File: config.mk
export PLATFORM = sky130hd
export DESIGN_NAME = softmax_frame_ctl
export DESIGN_NICKNAME = d
export VERILOG_FILES = /design/src/rtl/softmax_frame_ctl.sv
export SDC_FILE = /design/constraint.sdc
export NUM_CORES = 1
export LEC_CHECK = 0
export ABC_AREA = 1
export CELL_PAD_IN_SITES_DETAIL_PLACEMENT = 1
export CELL_PAD_IN_SITES_GLOBAL_PLACEMENT = 2
export CORE_AREA = 2 2 180 182
export DETAILED_ROUTE_END_ITERATION = 8
export DIE_AREA = 0 0 182 184
export GPL_TIMING_DRIVEN = 0
export MAX_ROUTING_LAYER = met4
export PLACE_DENSITY_LB_ADDON = 0.25
export SLEW_MARGIN = 10
export SYNTH_ARGS = -nofsm -noshare
export SYNTH_HDL_FRONTEND = slang
export SYNTH_SLANG_ARGS = --single-unit
File: constraint.sdc
create_clock -name clk -period 1.77 [get_ports clk]
set_input_delay 0.354 -clock clk [delete_from_list [all_inputs] [get_ports clk]]
set_output_delay 0.354 -clock clk [all_outputs]
set_load 0.005 [all_outputs]
File: src/rtl/softmax_frame_ctl.sv
// Frame sequencer: pulls FRAME_LEN words from the TX FIFO into the softmax engine,
// then holds the engine result for the UART until it reports the packet sent.
module softmax_frame_ctl #(
    parameter int DATA_WIDTH = 16,
    parameter int FRAME_LEN  = 8,
    parameter int PKT_WIDTH  = 128,
    parameter int TIMEOUT    = 1024
) (
    input  logic                  clk,
    input  logic                  rst_n,
    input  logic                  enable,
    input  logic                  err_clr,
    input  logic                  fifo_empty,
    input  logic [DATA_WIDTH-1:0] fifo_rd_data,
    output logic                  fifo_rd_en,
    output logic [DATA_WIDTH-1:0] eng_data,
    output logic                  eng_data_vld,
    output logic                  eng_start,
    input  logic                  eng_done,
    input  logic [PKT_WIDTH-1:0]  eng_result,
    output logic [PKT_WIDTH-1:0]  pkt_data,
    output logic                  pkt_valid,
    input  logic                  pkt_done,
    output logic [15:0]           frame_cnt,
    output logic                  busy,
    output logic                  timeout_err
);

    localparam int RC_W = $clog2(FRAME_LEN + 1);
    localparam int TC_W = $clog2(TIMEOUT);

    typedef enum logic [2:0] {
        IDLE,
        FETCH,
        DRAIN,
        START,
        COMPUTE,
        SEND
    } state_t;

    state_t                 state_q;
    logic [RC_W-1:0]        rd_cnt_q;
    logic [RC_W-1:0]        rd_cnt_d;
    logic [TC_W-1:0]        tmo_cnt_q;
    logic [TC_W-1:0]        tmo_cnt_d;
    logic [15:0]            frame_cnt_q;
    logic [15:0]            frame_cnt_d;
    logic                   eng_data_vld_q;
    logic                   eng_start_q;
    logic [PKT_WIDTH-1:0]   pkt_data_q;
    logic                   pkt_valid_q;
    logic                   busy_q;
    logic                   timeout_err_q;

    always_comb begin
        rd_cnt_d    = rd_cnt_q + 1'b1;
        tmo_cnt_d   = tmo_cnt_q + 1'b1;
        frame_cnt_d = frame_cnt_q + 16'd1;
    end

    // Read strobe is combinational so a word can be popped every cycle.
    assign fifo_rd_en = (state_q == FETCH) && !fifo_empty && (rd_cnt_q < RC_W'(FRAME_LEN));

    // FIFO data lags its strobe by one cycle, which is exactly when eng_data_vld is high.
    assign eng_data     = eng_data_vld_q ? fifo_rd_data : '0;
    assign eng_data_vld = eng_data_vld_q;
    assign eng_start    = eng_start_q;
    assign pkt_data     = pkt_data_q;
    assign pkt_valid    = pkt_valid_q;
    assign frame_cnt    = frame_cnt_q;
    assign busy         = busy_q;
    assign timeout_err  = timeout_err_q;

    always_ff @(posedge clk) begin
        if (!rst_n) begin
            state_q        <= IDLE;
            rd_cnt_q       <= '0;
            tmo_cnt_q      <= '0;
            frame_cnt_q    <= '0;
            eng_data_vld_q <= 1'b0;
            eng_start_q    <= 1'b0;
            pkt_data_q     <= '0;
            pkt_valid_q    <= 1'b0;
            busy_q         <= 1'b0;
            timeout_err_q  <= 1'b0;
        end else begin
            eng_data_vld_q <= fifo_rd_en;
            eng_start_q    <= 1'b0;
            // A timeout set later in this block overrides a simultaneous clear.
            if (err_clr) begin
                timeout_err_q <= 1'b0;
            end
            case (state_q)
                IDLE: begin
                    if (enable) begin
                        state_q  <= FETCH;
                        busy_q   <= 1'b1;
                        rd_cnt_q <= '0;
                    end
                end
                FETCH: begin
                    if (fifo_rd_en) begin
                        rd_cnt_q <= rd_cnt_d;
                        if (rd_cnt_q == RC_W'(FRAME_LEN - 1)) begin
                            state_q <= DRAIN;
                        end
                    end
                end
                DRAIN: begin
                    state_q     <= START;
                    eng_start_q <= 1'b1;
                end
                START: begin
                    state_q   <= COMPUTE;
                    tmo_cnt_q <= '0;
                end
                COMPUTE: begin
                    if (eng_done) begin
                        pkt_data_q  <= eng_result;
                        pkt_valid_q <= 1'b1;
                        state_q     <= SEND;
                    end else if (tmo_cnt_q == TC_W'(TIMEOUT - 1)) begin
                        timeout_err_q <= 1'b1;
                        state_q       <= IDLE;
                        busy_q        <= 1'b0;
                    end else begin
                        tmo_cnt_q <= tmo_cnt_d;
                    end
                end
                SEND: begin
                    if (pkt_done) begin
                        frame_cnt_q <= frame_cnt_d;
                        pkt_valid_q <= 1'b0;
                        state_q     <= IDLE;
                        busy_q      <= 1'b0;
                    end
                end
                default: begin
                    state_q <= IDLE;
                    busy_q  <= 1'b0;
                end
            endcase
        end
    end

endmodule

==> metrics.yaml, run 1 <==
status: "finished, final reports clean"
dr.pass1.iters: 4
fin_nets: 1411
grt_pass1_wl_um: 40600
reg2reg_depth: 9
ys_ff_latch: 166
numCtsBuffers: 17
start_kind: "flip-flop"
vias: 7070
setup_viol: 0
yosysWarnings: 0
maxCapViolCount: 0
reg2reg_from: "state_q[1]"
powerDensity_nw_per_um2: 868
final_hold_viol_count: 0
synth_cell_types: 23
r2r_slack_ns: 0.13
fin_util: 0.350
core_area_um2: 31400
grt_pass1_vias: 7123
hp-class: "in2reg"
drc_errors: 0
area_growth_syn_to_layout_pct: 67.3
skew_ns: 0.0139
drt_iter0_markers: 187
worst-path-buf-inv: 1
hold_end: "frame_cnt[8]"
max-clock-path-buffers: 2
setup_slack_ns: 0.0678
seq_area_frac_synth: 0.506
p_leak_nw: 3.98
hp-start: "rst_n"
drv_slew: 0
netlist_area_um2: 6560
ioPinCount: 317
std_cell_rows: 65
wire_per_inst_um: 16.2
syn-num-nets: 1073
critPathSlowestCell: "clkdlybuf4s50_1"
via_per_inst: 4.23
root_buffer: "clkbuf_16"
cts_sinks: 166
clkTransAtPathRegs_ns: 0.06
end_kind: "output pin"
gr-usage-all-layers: 0.163
reg2reg_to: "pkt_data[50]"
clk_latency_ns: 0.44
fp.dieW_um: 182
avgSynthCellArea_um2: 7.14
gp_congestion: 0.751
worst_pin_slew_ns: 0.704
place_hpwl_um: 20300
synth_edf_count: 0
cp.arrival_ns: 1.35
final_layout_size_suffix_gt1_frac: 0.0766
port_buffers: 315
fp.dieArea_um2: 33500
crit_chain: "clkdlybuf4s50_1"
globalRouteOverflowTotal: 0
synth_cells: 919
post-place-ws_ns: -0.468
post-route-min-period_ns: 1.70
fin_crit_sh: 0.962
crit_family: "buffers and inverters"
ys.flop_type: "dfxtp_1"
start_util: 0.209
max_stage_delay_ns: 0.59
drt_wl_total_um: 27000
peakVddDrop_mv: 0.570
hold_depth: 3
antenna_found_initial: 1
async_flop_share: 0
path_max_fanout: 2
grt_max_degree: 17
critPathKind: "reg2out"
ctsHtreeMaxLevel: 4
ant_nets: 0
required_ns: 1.42
cts_tree: "done"
dieHeight_um: 184
relSlewSlack: 0.531
max_freq_mhz: 587
worst max path at each step:
stage,startpoint,to,slack (ns),cells after the start
2_1_floorplan,frame_cnt[1],frame_cnt[10],0.30,8
3_3_place_gp,rst_n,eng_start,-0.46,5
3_5_place_dp,rst_n,eng_start,-0.47,5
4_1_cts,eng_data_vld,eng_data[8],-0.05,6
5_1_grt,tmo_cnt_q[1],tmo_cnt_q[1],-0.02,9
6_report,pkt_data[122],pkt_data[122],0.07,1
cell type report:
type,count,area [um2]
Antenna cell,1,2.50
Buffer,52,298
Clock buffer,19,443
Clock inverter,10,194
Fill cell,3815,20400
Inverter,58,220
Multi-Input combinational cell,642,2800
Sequential cell,166,3340
Tap cell,402,503
Timing Repair Buffer,320,3170
per-layer routing:
| metal | wire length (um) | share of wire | track usage | vias to the layer above |
|---|---|---|---|---|
| met5 | 0 | 0 | - | - |
| met4 | 352 | 0.013 | 0.0442 | 0 |
| met3 | 2230 | 0.083 | 0.0618 | 18 |
| met2 | 13300 | 0.49 | 0.276 | 200 |
| met1 | 11100 | 0.41 | 0.181 | 3264 |
| li1 | - | - | - | 3588 |
registers in the layout (all words and copies together) (netlist names):
name	count
pkt_data	128
frame_cnt	16
tmo_cnt_q	10
rd_cnt_q	4
state_q	3
busy	1
eng_data_vld	1
eng_start	1
pkt_valid	1
timeout_err	1
report_power, final:
| group | internal [W] | leakage (nW) | switching (W) | total (W) |
|---|---|---|---|---|
| Combinational | 0.000724 | 2.32 | 0.000707 | 0.00143 |
| Clock | 0.00254 | 0.311 | 0.00163 | 0.00417 |
| Sequential | 0.00385 | 1.34 | 0.0000760 | 0.00393 |
| Total | 0.00712 | 3.98 | 0.00241 | 0.00953 |
what timing repair did:
item,CTS,global route
gates resized for setup,53,26
setup buffers,3,0
pin swaps,0,1
hold buffers,0,0
cloned,2,0
endpoints found under the setup margin,101,47
endpoints found under the hold margin,0,0
cells by family after synthesis:
family / Yosys count / synth area share
AO/OA/AOI/OAI: 169 / 0.129
XOR/XNOR: 1 / 0.00133
adder cells (fa/ha/maj): 3 / 0.00572
buffers and inverters: 111 / 0.0736
flip-flops: 166 / 0.506
AND/OR/NAND/NOR: 469 / 0.284
per-stage QoR:
step	cell area (um2)	TNS (ns)	instances	hold WS [ns]	power, W
finish	11000	0	1670	0.347	0.00953
global route	11000	-0.0292	1670	0.382	0.0100
CTS	11000	-0.150	1670	0.334	0.00972
detailed placement	10200	-48.50	1636	0.452	0.00539
global placement	10200	-44.82	1636	0.443	0.00537
floorplan	6560	0	919	0.435	0.00460
cells in the final DEF, fill, tap and decap left out, types with 2 or more instances in the layout:
cell / instances
dfxtp_1: 152
clkdlybuf4s15_1: 2
inv_2: 4
clkbuf_1: 24
clkbuf_8: 2
buf_6: 3
nand2_1: 371
o21ai_0: 10
nor3_1: 9
nand2_2: 2
bufinv_16: 5
dfxtp_2: 13
inv_6: 4
clkbuf_2: 6
inv_1: 53
dlygate4sd2_1: 10
ha_1: 2
clkdlybuf4s50_1: 297
nor2_1: 46
buf_2: 14
clkbuf_4: 2
clkbuf_16: 18
nand3_1: 22
a21oi_1: 155
nor3b_1: 3
nand4_1: 6
nand3b_1: 2
nand2_4: 2
nor2_4: 3
o21ai_1: 2
buf_4: 11
cell usage after synthesis (2+ instances only):
cell type  instances  area share
buf_6              2      0.0034
buf_2             14       0.011
nor3_1            10      0.0076
clkbuf_1          28       0.016
nand3b_1           2      0.0023
inv_1             55       0.031
nand2_1          373        0.21
dfxtp_1          166        0.51
ha_1               3      0.0057
inv_2              3      0.0017
o21ai_0           12      0.0092
a21oi_1          155        0.12
nor2_1            48       0.027
nand3_1           23       0.018
nand4_1            6      0.0057
nor3b_1            3      0.0034
buf_4              9       0.010
nor2_4             2      0.0034
No activity file was read; power rests on OpenSTA's default activity.
==> inputs of run 2 (changes only) <==
- ABC_CLOCK_PERIOD_IN_PS: unset -> 1770
==> results of run 2 <==
Same layout as run 1: the final DEF is identical, and so are final timing and power.
